<file path="config.mk">
export PLATFORM = sky130hd
export DESIGN_NAME = sub_serial
export DESIGN_NICKNAME = d
export VERILOG_FILES = /design/src/rtl/sub_serial_pkg.sv /design/src/rtl/sub_serial_fsub_bit.sv /design/src/rtl/sub_serial.sv
export SDC_FILE = /design/constraint.sdc
export NUM_CORES = 1
export LEC_CHECK = 0
export BUFFER_PORTS_ARGS = -buffer_cell sky130_fd_sc_hd__buf_2
export CAP_MARGIN = 25
export CORE_MARGIN = 2
export CORE_UTILIZATION = 53
export DETAILED_ROUTE_END_ITERATION = 16
export PLACE_DENSITY_LB_ADDON = 0.1
export SLEW_MARGIN = 40
export SYNTH_ARGS = -nofsm -noshare
export SYNTH_HDL_FRONTEND = slang
export SYNTH_SLANG_ARGS = --single-unit
</file>
<file path="constraint.sdc">
create_clock -name i_clk -period 2 [get_ports i_clk]
set_clock_uncertainty 0.05 [all_clocks]
set_input_delay 0.1 -clock i_clk [delete_from_list [all_inputs] [get_ports i_clk]]
set_output_delay 0.1 -clock i_clk [all_outputs]
set_load 0.02 [all_outputs]
</file>
<file path="src/rtl/sub_serial_pkg.sv">
// Shared types for the bit-serial subtractor: FSM state encoding and default width.
package sub_serial_pkg;

    localparam int BW_DATA_DEF = 6;

    typedef enum logic [1:0] {
        ST_IDLE = 2'd0,
        ST_CALC = 2'd1,
        ST_DONE = 2'd2
    } state_t;

endpackage

</file>
<file path="src/rtl/sub_serial_fsub_bit.sv">
// Combinational 1-bit full subtractor: d = a - b - bin, bout is the borrow out.
module fsub_bit (
    input  logic a,
    input  logic b,
    input  logic bin,
    output logic d,
    output logic bout
);

    assign d    = a ^ b ^ bin;
    assign bout = (~a & b) | (~(a ^ b) & bin);

endmodule

</file>
<file path="src/rtl/sub_serial.sv">
// Bit-serial subtractor: o_diff = i_a - i_b - i_bin, one bit per clock, LSB first.
module sub_serial
    import sub_serial_pkg::*;
#(
    parameter int BW_DATA = BW_DATA_DEF
) (
    input  logic               i_clk,
    input  logic               i_rst,
    input  logic               i_valid,
    output logic               o_ready,
    input  logic [BW_DATA-1:0] i_a,
    input  logic [BW_DATA-1:0] i_b,
    input  logic               i_bin,
    output logic               o_valid,
    input  logic               i_ready,
    output logic [BW_DATA-1:0] o_diff,
    output logic               o_bout
);

    localparam int CNT_W = $clog2(BW_DATA) + 1;

    // Handshake: operands transfer on a rising edge with i_valid && o_ready;
    // the result transfers on a rising edge with o_valid && i_ready.
    state_t             state;
    logic [CNT_W-1:0]   cnt;
    logic [BW_DATA-1:0] a_sr;
    logic [BW_DATA-1:0] b_sr;
    logic               br;
    logic               d_bit;
    logic               br_next;

    fsub_bit u_fsub_bit (
        .a    (a_sr[0]),
        .b    (b_sr[0]),
        .bin  (br),
        .d    (d_bit),
        .bout (br_next)
    );

    always_ff @(posedge i_clk or posedge i_rst) begin
        if (i_rst) begin
            state   <= ST_IDLE;
            cnt     <= '0;
            a_sr    <= '0;
            b_sr    <= '0;
            br      <= 1'b0;
            o_ready <= 1'b1;
            o_valid <= 1'b0;
            o_diff  <= '0;
            o_bout  <= 1'b0;
        end else begin
            case (state)
                ST_IDLE: begin
                    o_ready <= 1'b1;
                    o_valid <= 1'b0;
                    if (i_valid && o_ready) begin
                        a_sr    <= i_a;
                        b_sr    <= i_b;
                        br      <= i_bin;
                        cnt     <= '0;
                        o_diff  <= '0;
                        o_ready <= 1'b0;
                        state   <= ST_CALC;
                    end
                end
                ST_CALC: begin
                    // Each difference bit enters at the MSB so bit k settles at o_diff[k].
                    o_diff <= {d_bit, o_diff[BW_DATA-1:1]};
                    a_sr   <= a_sr >> 1;
                    b_sr   <= b_sr >> 1;
                    br     <= br_next;
                    cnt    <= cnt + 1'b1;
                    if (cnt == CNT_W'(BW_DATA - 1)) begin
                        o_bout  <= br_next;
                        o_valid <= 1'b1;
                        state   <= ST_DONE;
                    end
                end
                ST_DONE: begin
                    if (i_ready) begin
                        o_valid <= 1'b0;
                        o_ready <= 1'b1;
                        state   <= ST_IDLE;
                    end
                end
                default: begin
                    o_ready <= 1'b1;
                    o_valid <= 1'b0;
                    state   <= ST_IDLE;
                end
            endcase
        end
    end

endmodule

</file>
==> After elaboration in Yosys (flattened, before gate mapping) <==
Cells that the tools add are included.
{ "word_totals": {"regBits": 28, "inputBits": 17} }
{ "op_classes": {"addsub": 1, "eq_ne": 6, "muxes": 20, "bitwise_logic": 8, "reduce_logical": 8} }
{ "op_table": {"columns": ["operator", "n"], "rows": [
  ["$pmux W6 S2", 3],
  ["$mux W6", 3],
  ["$pmux W4 S2", 1],
  ["$reduce_and A2 Y1", 4],
  ["$mux W2", 3],
  ["$ne A2 B2 Y1 const B", 3],
  ["$pmux W2 S3", 1],
  ["$mux W1", 5],
  ["$add A4 B1 Y4 const B", 1],
  ["$eq A4 B3 Y1 const B", 1],
  ["$mux W4", 1],
  ["$pmux W1 S2", 2],
  ["$not A1 Y1", 3],
  ["$pmux W1 S3", 1],
  ["$reduce_and A3 Y1", 1],
  ["$and A1 B1 Y1", 2],
  ["$eq A2 B1 Y1 const B", 1],
  ["$eq A2 B2 Y1 const B", 1],
  ["$logic_not A2 Y1", 1],
  ["$reduce_bool A2 Y1", 1],
  ["$xor A1 B1 Y1", 2],
  ["$logic_and A1 B1 Y1", 1],
  ["$or A1 B1 Y1", 1]
]} }

==> Logic depth before layout (Yosys ltp) <==
Gate-level depths: netlist of the first run.
{ "depth": {"depth_word": 5, "depth_mapped": 5, "ltp_nobuf": 5} }

==> By module <==
A second synthesis of the first run with hierarchy kept.
{ "unflattened": {"hier_cells": 115, "area_unflattened_um2": 1271.2} }
{ "by_module_without_submodules": {"columns": ["module", "n_inst", "cells_per_inst", "area_per_inst_um2"], "rows": [
  ["sub_serial", 1, 111, 1239.9],
  ["fsub_bit", 1, 4, 31.3]
]} }

==> Worst setup path after synthesis of the first run <==
OpenSTA, ideal clock, no wires.
{ "synth_path": {"path_type": "reg-to-reg", "startpoint": "register o_ready", "endpoint": "register cnt[0]", "t_arrival_ns": 1.400, "required_ns": 1.825, "setup_slack_ns": 0.425, "stages_incl_launch_ff": 6, "synth_period_minus_slack_ns": 1.575, "path_cell_list": "dfstp_2 > nor4bb_1 > buf_4 > nor2_2 > buf_6 > mux2_4"} }
{ "synth_via": {"elab_chain_cells": 3} }
{ "synth_rtl": {"columns": ["item", "line", "source"], "rows": [
  ["from (decl)", "sub_serial.sv:10", "output logic o_ready,"],
  ["from (signal assigned)", "sub_serial.sv:47", "o_ready <= 1'b1;"],
  ["from (signal assigned)", "sub_serial.sv:54", "o_ready <= 1'b1;"],
  ["from (signal assigned)", "sub_serial.sv:62", "o_ready <= 1'b0;"],
  ["$logic_and A1 B1 Y1", "sub_serial.sv:56", "if (i_valid && o_ready) begin"],
  ["$ne A2 B2 Y1 (no line)", null, null],
  ["$reduce_and A2 Y1 (no line)", null, null],
  ["to (signal assigned)", "sub_serial.sv:72", "cnt <= cnt + 1'b1;"],
  ["to (decl)", "sub_serial.sv:25", "logic [CNT_W-1:0] cnt;"]
]} }
No other way between the ends.
A chain may end at the register's enable or synchronous reset.

==> Worst setup path in the final report of the first run <==
{ "layout_path": {"startpoint": "register state[1]", "endpoint": "register b_sr[0]"} }
{ "layout_via": {"elab_chain_cells": 3, "elab_cells_between_ends": 6} }
{ "layout_rtl": {"columns": ["item", "line", "source"], "rows": [
  ["from (decl)", "sub_serial.sv:24", "state_t state;"],
  ["from (signal assigned)", "sub_serial.sv:42", "state <= ST_IDLE;"],
  ["from (signal assigned)", "sub_serial.sv:63", "state <= ST_CALC;"],
  ["from (signal assigned)", "sub_serial.sv:76", "state <= ST_DONE;"],
  ["$eq A2 B1 Y1 / $logic_not A2 Y1 (equally long branches)", "sub_serial.sv:52", "case (state)"],
  ["$reduce_bool A2 Y1 (no line) / $ne A2 B2 Y1 (equally long branches)", null, null],
  ["$reduce_and A2 Y1 (no line)", null, null],
  ["to (signal assigned)", "sub_serial.sv:58", "b_sr <= i_b;"],
  ["to (signal assigned)", "sub_serial.sv:70", "b_sr <= b_sr >> 1;"],
  ["to (decl)", "sub_serial.sv:27", "logic [BW_DATA-1:0] b_sr;"]
]} }
Parallel ways exist; a longest one is shown, timed or not.

==> results.cfg, run 1 <==
[status]
outcome = complete, no violations

[grt]
grt_pass1_wl_mm = 4.23
grt_util_all_layers_pct = 20.8
antenna_found_initial = 0
grt_remaining_overflow = 0
grt_max_degree = 17
grt_pass1_vias = 948

[clocking]
post_cts_buffers = 0
hold_buffers = 6
cts-root-buf = clkbuf_4
cts_max_path_buffers = 2
cts_resized = 0
path_clk_slew_ns = 0.15
cts_buffers = 3
cts_tree = done
clock_latency_ns = 0.32
cts.sink_count = 28
htreeDepth = 1

[synth]
ys_types = 31
synthArstFlopShare_pct = 100
synth_top_family_by_area = compound AO/OA/AOI/OAI gates
ys_top_cells_by_area = dfrtp_1 53%, a22o_1 6.2%, nand2_1 6.2%, a21o_1 5.3%, o21ai_0 3.9%
synthSimpleGateAreaFrac_pct = 13.2
synthMuxAreaShare_pct = 2.76
synth_nets = 136
ys_seq_area_share_pct = 55.2
yosysMostFrequentCell = dfrtp_1
ys_seq_elements = 28
synthFlopType = dfrtp_1
avgSynthCellArea_um2 = 11.0
synth_commonest_cells = 27 x dfrtp_1, 21 x nand2_1, 10 x o21ai_0, 9 x a21o_1, 9 x a22o_1
synth_fa_ha_area_share_pct = 3.54
synthCells = 116
synth_top_area_share_pct = 53.1
yosys_warnings = 0
syn_area_mm2 = 0.00127
synth-xor-area-share_pct = 0
synth-edff-count = 0
synth_top_area_cell = dfrtp_1
synth_compound_area_share_pct = 19.7

[sta]
drv_slew = 0
finalSetupViolCount = 0
worstMarginPinSlew_ns = 0.487
hold_viol = 0
setup_ws_ns = 0.420
rsz0062_at_grt = no
relSlewSlack_pct = 67.5
min_period_ns = 1.58
fin_crit_sh_pct = 79.0
finalSetupTns_ns = 0
clock.fmax_mhz = 633

[place]
dp_slack_ns = 0.451
place_inst = 167
gp_congestion = 0.774
dp_hpwl_mm = 1.80
io_buffers = 25

[drt]
via_count = 964
drc = 0
dr_wl_met2_mm = 1.22
highest-signal-layer = met4
dr.pass1.iters = 4
routed_wl_mm = 2.51
drt_iter0_drc = 14
postRouteAntennaNets = 0
wl_met1_mm = 1.19
wl_met3_um = 68
via_per_inst = 5.45
routedWlPerCell_um = 14.2

[worst_hold_path]
min_from = i_b[1]
hold_class = input port to flip-flop

[critical_path]
crit_type = flip-flop to flip-flop
critPathLaunch = state[1]$_DFFE_PP0P_
max_stage_delay_ns = 0.49
slowest_stage = dfrtp_1
timing.rr.start = state[1]$_DFFE_PP0P_
cp-start-kind = flip-flop
cp_top_family = flip-flops
path_buf_inv = 1
end_kind = flip-flop
crit_fanout = 14
crit_arrival_ns = 1.75
path_cells = nor4bb_4 > buf_4 > nor3_1 > a221o_1
required_ns = 2.17

[pwr]
power.total_mw = 2.30
vdd_ir_drop_max_mv = 0.885
p_leak_nw = 0.809
p_per_area_mw_per_mm2 = 1510

[finish]
n_antenna_cell = 0
drive_gt1_share_pct = 25.5
layout.nets = 170
area_growth_syn_to_layout_pct = 19.7
layoutNonFillerInstCount = 177

[die]
initial_core_util_pct = 56.9
die_w_um = 53.0
fp-row-count = 17
die_h_um = 53.0
num_io_pins = 26
die_area_mm2 = 0.00281
core_area_mm2 = 0.00223

[run]
drv_cap = 0
## sequential cells by signal (all words and copies together) (netlist names)
name	flops
a_sr	6
b_sr	6
o_diff	6
cnt	4
state	2
br	1
o_bout	1
o_ready	1
o_valid	1
## metrics by stage
step	hold WS, ns	area (um2)	util [%]
6_report	0.0216	1520	68.1
5_1_grt	0.0180	1520	68.1
4_1_cts	0.0100	1520	68.1
3_5_place_dp	0.0985	1440	64.3
3_3_place_gp	0.0850	1440	64.3
2_1_floorplan	0.115	1270	-
## logic make-up after synthesis
| group | after synthesis |
|---|---|
| AO/OA/AOI/OAI | 35 |
| AND/OR/NAND/NOR | 35 |
| adder cells (fa/ha/maj) | 3 |
| buffers and inverters | 12 |
| flip-flops | 28 |
| multiplexers | 3 |
## worst min-delay path, delay by kind of cell
| family | cells | cell delay, ns |
|---|---|---|
| buffers and inverters | 1 | 0.07 |
| AO/OA/AOI/OAI | 2 | 0.19 |
## final timing paths
| path | to | slack, ns | depth (start not counted) |
|---|---|---|---|
| worst max-delay path | b_sr[0]$_DFFE_PP0P_ | 0.42 | 4 |
| worst min-delay path | b_sr[1]$_DFFE_PP0P_ | 0.02 | 3 |
| worst max register to register | b_sr[0]$_DFFE_PP0P_ | 0.42 | 4 |
| worst min register to register | cnt[3]$_DFFE_PP0P_ | 0.43 | 1 |
| max in group asynchronous | o_ready$_DFFE_PP1P_ | 1.05 | 4 |
| min in group asynchronous | o_bout$_DFFE_PP0P_ | 0.28 | 3 |
## layout by cell type (no fill, tap or decap), types with 2 or more instances in the layout
cell type      count
a21o_1             9
a221o_1            2
a22o_1             9
buf_2             25
buf_4              6
clkbuf_4           3
dfrtp_1           27
dlygate4sd3_1      6
ha_1               2
inv_1              4
mux2i_1            2
nand2_1           21
nand2b_1           2
nand3b_1           2
nor2_1             2
nor2b_1            2
o21ai_0           10
## per-layer routing
layer,vias to the layer above,global-route usage (%)
met4,0,8.55
met5,-,0
met1,468,28.8
li1,472,-
met3,4,2.54
met2,20,33.1
## power breakdown
group	switching, mW	internal [mW]
sequential	0.180	0.813
clock	0.157	0.0780
combinational	0.586	0.484
total	0.923	1.37
## cell type report
type                            instances  area, um2
Fill cell                             178        712
Sequential cell                        28        702
Multi-Input combinational cell         76        513
Timing Repair Buffer                   37        230
Tap cell                               28       35.0
Clock buffer                            4       26.3
Inverter                                4       15.0
(Power assumes the default switching activity.)
==> run 2, diff against run 1 <==
--- a/config.mk
+++ b/config.mk
@@ -8,7 +8,7 @@
 export BUFFER_PORTS_ARGS = -buffer_cell sky130_fd_sc_hd__buf_2
 export CAP_MARGIN = 25
 export CORE_MARGIN = 2
-export CORE_UTILIZATION = 53
+export CORE_UTILIZATION = 48
 export DETAILED_ROUTE_END_ITERATION = 16
 export PLACE_DENSITY_LB_ADDON = 0.1
 export SLEW_MARGIN = 40
==> constraint.sdc (replaced) <==
create_clock -name i_clk -period 1.3 [get_ports i_clk]
set_clock_uncertainty 0.05 [all_clocks]
set_input_delay 0.065 -clock i_clk [delete_from_list [all_inputs] [get_ports i_clk]]
set_output_delay 0.065 -clock i_clk [all_outputs]
set_load 0.02 [all_outputs]
==> run 2 against run 1 <==
Compared with the run above: the flow now finishes with violations (negative setup slack); wire length up 11%; critical endpoint is now br$_DFFE_PP0P_; combinational power up 130%; setup slack worse by 0.61 ns; first-iteration DRC count up 64%; final cell count up 16%; die area up 9.6%; largest cell class unchanged.
==> results.cfg, run 2 (synthesis gave the netlist of run 1 again) <==
[status]
outcome = finished, violations left
violations = negative setup slack

[drt]
routedWlPerCell_um = 13.6
via_per_inst = 5.16
routed_wl_mm = 2.79
drt_iter0_drc = 23
dr.pass1.iters = 4
postRouteAntennaNets = 0
drc = 0
via_count = 1058

[finish]
design_area_mm2 = 0.00188
n_antenna_cell = 0
fill_cells = 182
drive_gt1_share_pct = 38.9
layout.nets = 196
layoutNonFillerInstCount = 205
final_util_pct = 75.2
layout_common_cells = 27 x dfrtp_1, 24 x buf_2, 19 x nand2_1
area_growth_syn_to_layout_pct = 47.8
final_common_cell = dfrtp_1
reg_top3 = a_sr x6, b_sr x6, o_diff x6

[grt]
grt_pass1_vias = 1012
grt_max_degree = 29
antenna_found_initial = 0
grt_remaining_overflow = 0
grt_pass1_wl_mm = 4.70
grt_util_all_layers_pct = 19.1

[die]
die_h_um = 55.5
die_w_um = 55.5
initial_core_util_pct = 50.9
core_area_mm2 = 0.00250
num_io_pins = 26
die_area_mm2 = 0.00308
fp-row-count = 18

[worst_hold_path]
min_from = i_valid
hold_class = input port to flip-flop
worstHoldPathCells = 4
min_to = o_ready$_DFFE_PP1P_

[sta]
finalSetupViolCount = 24
whs_ns = 0.118
drv_slew = 0
setup_ws_ns = -0.193
fin_crit_sh_pct = 115
clock.fmax_mhz = 670
relSlewSlack_pct = 81.1
worstMarginPinSlew_ns = 0.284
min_period_ns = 1.49
finalSetupTns_ns = -2.95
rsz0062_at_grt = yes
hold_viol = 0

[critical_path]
rr_worst_depth = 4
required_ns = 1.47
crit_type = flip-flop to flip-flop
cp-start-kind = flip-flop
path_cells = nor4bb_4 > buf_4 > nor2_4 > a221o_1
crit_arrival_ns = 1.66
slowest_stage = dfstp_2
crit_fanout = 3
timing.rr.start = o_ready$_DFFE_PP1P_
max_stage_delay_ns = 0.56
r2r_slack_ns = -0.19
r2r_end = br$_DFFE_PP0P_
end_kind = flip-flop

[clocking]
cts.sink_count = 28
cts-root-buf = clkbuf_4
clock_latency_ns = 0.33
cts_max_path_buffers = 2
cts_buffers = 3
htreeDepth = 1
path_clk_slew_ns = 0.15
cts_tree = done

[pwr]
p_int_mw = 2.73
swShare_pct = 37.7
power_frac_seq_pct = 33.9
p_per_area_mw_per_mm2 = 2330
p_leak_nw = 0.983
vdd_ir_drop_max_mv = 1.81
power_frac_comb_pct = 56.4
p_sw_mw = 1.65
pwr-share-clk_pct = 9.7
power.total_mw = 4.37

[run]
drv_cap = 0

[place]
dp_slack_ns = -0.168
dp_hpwl_mm = 1.87
io_buffers = 25
gp_congestion = 0.709
dpl_cell_area_mm2 = 0.00156
place_inst = 179
run 2: cell types whose count changed in the layout (fill, tap and decap cells not counted), sizes merged:
cell / change
buf: +17
dlygate4sd3: +9
run 2: final cells by class:
cell class	instances	area, um2	share of cell area, %
sequential	28	702	37.4
multi-input combinational	76	574	30.6
timing repair buffer	63	514	27.4
tap	30	37.5	2.00
clock buffer	4	36.3	1.93
inverter	4	15.0	0.799
run 2: how the worst max path moves through the flow:
stage | start | endpoint | slack, ns | cells past startpoint
2_1_floorplan | o_ready$_DFFE_PP1P_ | cnt[0]$_DFFE_PP0P_ | -0.28 | 5
3_5_place_dp | o_ready$_DFFE_PP1P_ | b_sr[0]$_DFFE_PP0P_ | -0.17 | 4
5_1_grt | o_ready$_DFFE_PP1P_ | cnt[3]$_DFFE_PP0P_ | -0.25 | 5
6_report | o_ready$_DFFE_PP1P_ | br$_DFFE_PP0P_ | -0.19 | 4
3_3_place_gp | state[0]$_DFFE_PP0P_ | b_sr[0]$_DFFE_PP0P_ | -0.14 | 4
4_1_cts | o_ready$_DFFE_PP1P_ | b_sr[0]$_DFFE_PP0P_ | -0.18 | 4
run 2: layer usage:
| metal | vias to the layer above | GRT usage, % | routed length, um |
|---|---|---|---|
| li1 | 522 | - | - |
| met1 | 521 | 27.5 | 1340 |
| met2 | 13 | 30.6 | 1380 |
| met3 | 2 | 3.04 | 56 |
| met4 | 0 | 4.18 | 16 |
| met5 | - | 0 | 0 |
run 2: critical path, delay by kind of cell, from the launching register on:
| kind | cells | cell delay [ns] |
|---|---|---|
| DFF | 1 | 0.56 |
| AOI/OAI and AO/OA | 1 | 0.29 |
| and+or+nand+nor | 2 | 0.31 |
| buffers and inverters | 1 | 0.18 |
run 2: timing repair:
| item | CTS | global route |
|---|---|---|
| pin swaps | 8 | 13 |
| buffers inserted | 1 | 5 |
| hold buffers | 15 | 0 |
| gates resized for setup | 18 | 12 |
| gates cloned | 3 | 0 |
| endpoints found under the hold margin | 43 | 0 |
| endpoints found under the setup margin | 25 | 26 |
run 2: power by group through the flow:
stage,clock network (mW),registers (mW),logic (mW)
2_1_floorplan,0,1.62,1.16
3_3_place_gp,0,1.48,2.00
3_5_place_dp,0,1.50,2.04
4_1_cts,0.435,1.49,2.24
5_1_grt,0.462,1.53,2.70
6_report,0.422,1.48,2.47
==> run 3, diff against run 2 <==
--- a/config.mk
+++ b/config.mk
@@ -10,7 +10,7 @@
 export CORE_MARGIN = 2
 export CORE_UTILIZATION = 48
 export DETAILED_ROUTE_END_ITERATION = 16
-export PLACE_DENSITY_LB_ADDON = 0.1
+export PLACE_DENSITY = 0.7
 export SLEW_MARGIN = 40
 export SYNTH_ARGS = -nofsm -noshare
 export SYNTH_HDL_FRONTEND = slang
==> run 3 against run 2 <==
Compared with the run above: the run still ends with negative setup slack left; setup slack got worse by 0.0098 ns; register-to-register slack about the same; global-route usage increased by 0.080 points; highest routed layer unchanged.
==> results.cfg, run 3 (synthesis gave the netlist of run 1 again) <==
[sta]
drv_slew = 0
setup_ws_ns = -0.203
fin_crit_sh_pct = 116
relSlewSlack_pct = 76.4
rsz0062_at_grt = yes
worstMarginPinSlew_ns = 0.354
whs_ns = 0.00842
clock.fmax_mhz = 665
finalSetupViolCount = 25
hold_viol = 0
finalSetupTns_ns = -3.23
min_period_ns = 1.50

[finish]
layout_common_cells = 26 x dfrtp_1, 24 x buf_2, 21 x nand2_1
reg_top3 = a_sr x6, b_sr x6, o_diff x6
layout.nets = 192
area_growth_syn_to_layout_pct = 40.1
final_common_cell = dfrtp_1
n_antenna_cell = 0
drive_gt1_share_pct = 34.5
final_util_pct = 71.2

[die]
die_area_mm2 = 0.00308
die_h_um = 55.5
fp-row-count = 18
core_area_mm2 = 0.00250
die_w_um = 55.5
num_io_pins = 26
initial_core_util_pct = 50.9

[place]
gp_congestion = 0.716
io_buffers = 25
dp_hpwl_mm = 1.79
dp_slack_ns = -0.193

[critical_path]
end_kind = flip-flop
crit_arrival_ns = 1.69
cp-start-kind = flip-flop
crit_fanout = 5
slowest_stage = dfrtp_2
crit_type = flip-flop to flip-flop
required_ns = 1.49
path_cells = nor4bb_4 > buf_4 > buf_6 > nand2b_4 > mux2i_1
max_stage_delay_ns = 0.47

[run]
drv_cap = 0

[clocking]
cts.sink_count = 28
cts_max_path_buffers = 2
path_clk_slew_ns = 0.15
cts_tree = done
cts_buffers = 3
cts-root-buf = clkbuf_4
htreeDepth = 1
clock_latency_ns = 0.33

[status]
outcome = finished, violations left
violations = negative setup slack

[grt]
grt.busiest_layer = met2
grt_util_all_layers_pct = 19.2
grt_pass1_vias = 1026
grt_util_met1_pct = 23.9
antenna_found_initial = 0
grt_max_degree = 29
grt.met2_usage_pct = 33.0
grtUsageMet3_pct = 2.81
grt_remaining_overflow = 0
grt_pass1_wl_mm = 4.58

[drt]
via_per_inst = 5.19
postRouteAntennaNets = 0
routedWlPerCell_um = 14.2
dr.pass1.iters = 4
drc = 0
routed_wl_mm = 2.86
via_count = 1043
drt_iter0_drc = 16

[pwr]
vdd_ir_drop_max_mv = 1.76
p_per_area_mw_per_mm2 = 2330
p_leak_nw = 0.939
power.total_mw = 4.15

[worst_hold_path]
hold_class = input port to flip-flop
==> run 3: changes by cell type in the layout (fill, tap and decap cells not counted), sizes merged <==
| cell | delta |
|---|---|
| dlygate4sd3 | -1 |
| buf | -3 |
==> run 3: layout make-up <==
cell class / instances / area [um2]
tap: 30 / 37.5
timing repair buffer: 59 / 453
inverter: 4 / 15.0
clock buffer: 4 / 36.3
multi-input combinational: 76 / 536
fill: 185 / 719
sequential: 28 / 703
==> run 3: metrics by stage <==
step	std cells	cell area [um2]
3_5_place_dp	179	1530
5_1_grt	201	1780
2_1_floorplan	116	1280
3_3_place_gp	179	1530
6_report	201	1780
4_1_cts	201	1770
==> run 3: critical path: cells and delay by family (launching register included) <==
family / cells / cell delay (ns)
buffers and inverters: 2 / 0.33
muxes: 1 / 0.07
and+or+nand+nor: 2 / 0.49
DFF: 1 / 0.47
==> run 3: worst paths after layout <==
check / end / start / depth (start not counted) / slack, ns
max reg2reg: cnt[3]$_DFFE_PP0P_ / state[0]$_DFFE_PP0P_ / 5 / -0.20
min reg2reg: b_sr[2]$_DFFE_PP0P_ / b_sr[2]$_DFFE_PP0P_ / 1 / 0.45
min in group asynchronous: cnt[3]$_DFFE_PP0P_ / i_rst / 4 / 0.27
max in group asynchronous: o_ready$_DFFE_PP1P_ / i_rst / 4 / 0.62
min: a_sr[0]$_DFFE_PP0P_ / i_a[0] / 3 / 0.008
max: cnt[3]$_DFFE_PP0P_ / state[0]$_DFFE_PP0P_ / 5 / -0.20
==> run 3: power breakdown <==
part	leakage, nW	internal, mW	switching (mW)
sequential	0.354	1.25	0.249
clock	0.0210	0.172	0.267
combinational	0.563	1.13	1.08
==> run 3: metal layers <==
layer | part of all wire, % | vias up | wire length, um
li1 | - | 512 | -
met4 | 1.9 | 0 | 54
met3 | 2.1 | 4 | 59
met1 | 44 | 511 | 1250
met5 | 0 | - | 0
met2 | 52 | 16 | 1490
==> run 3: timing repair <==
item                                    CTS  global route
gates resized for setup                  15             4
hold buffers                             14             0
buffers inserted                          2             0
pin swaps                                 4             3
endpoints found under the setup margin   25            27
gates cloned                              2             0
endpoints found under the hold margin    41             0
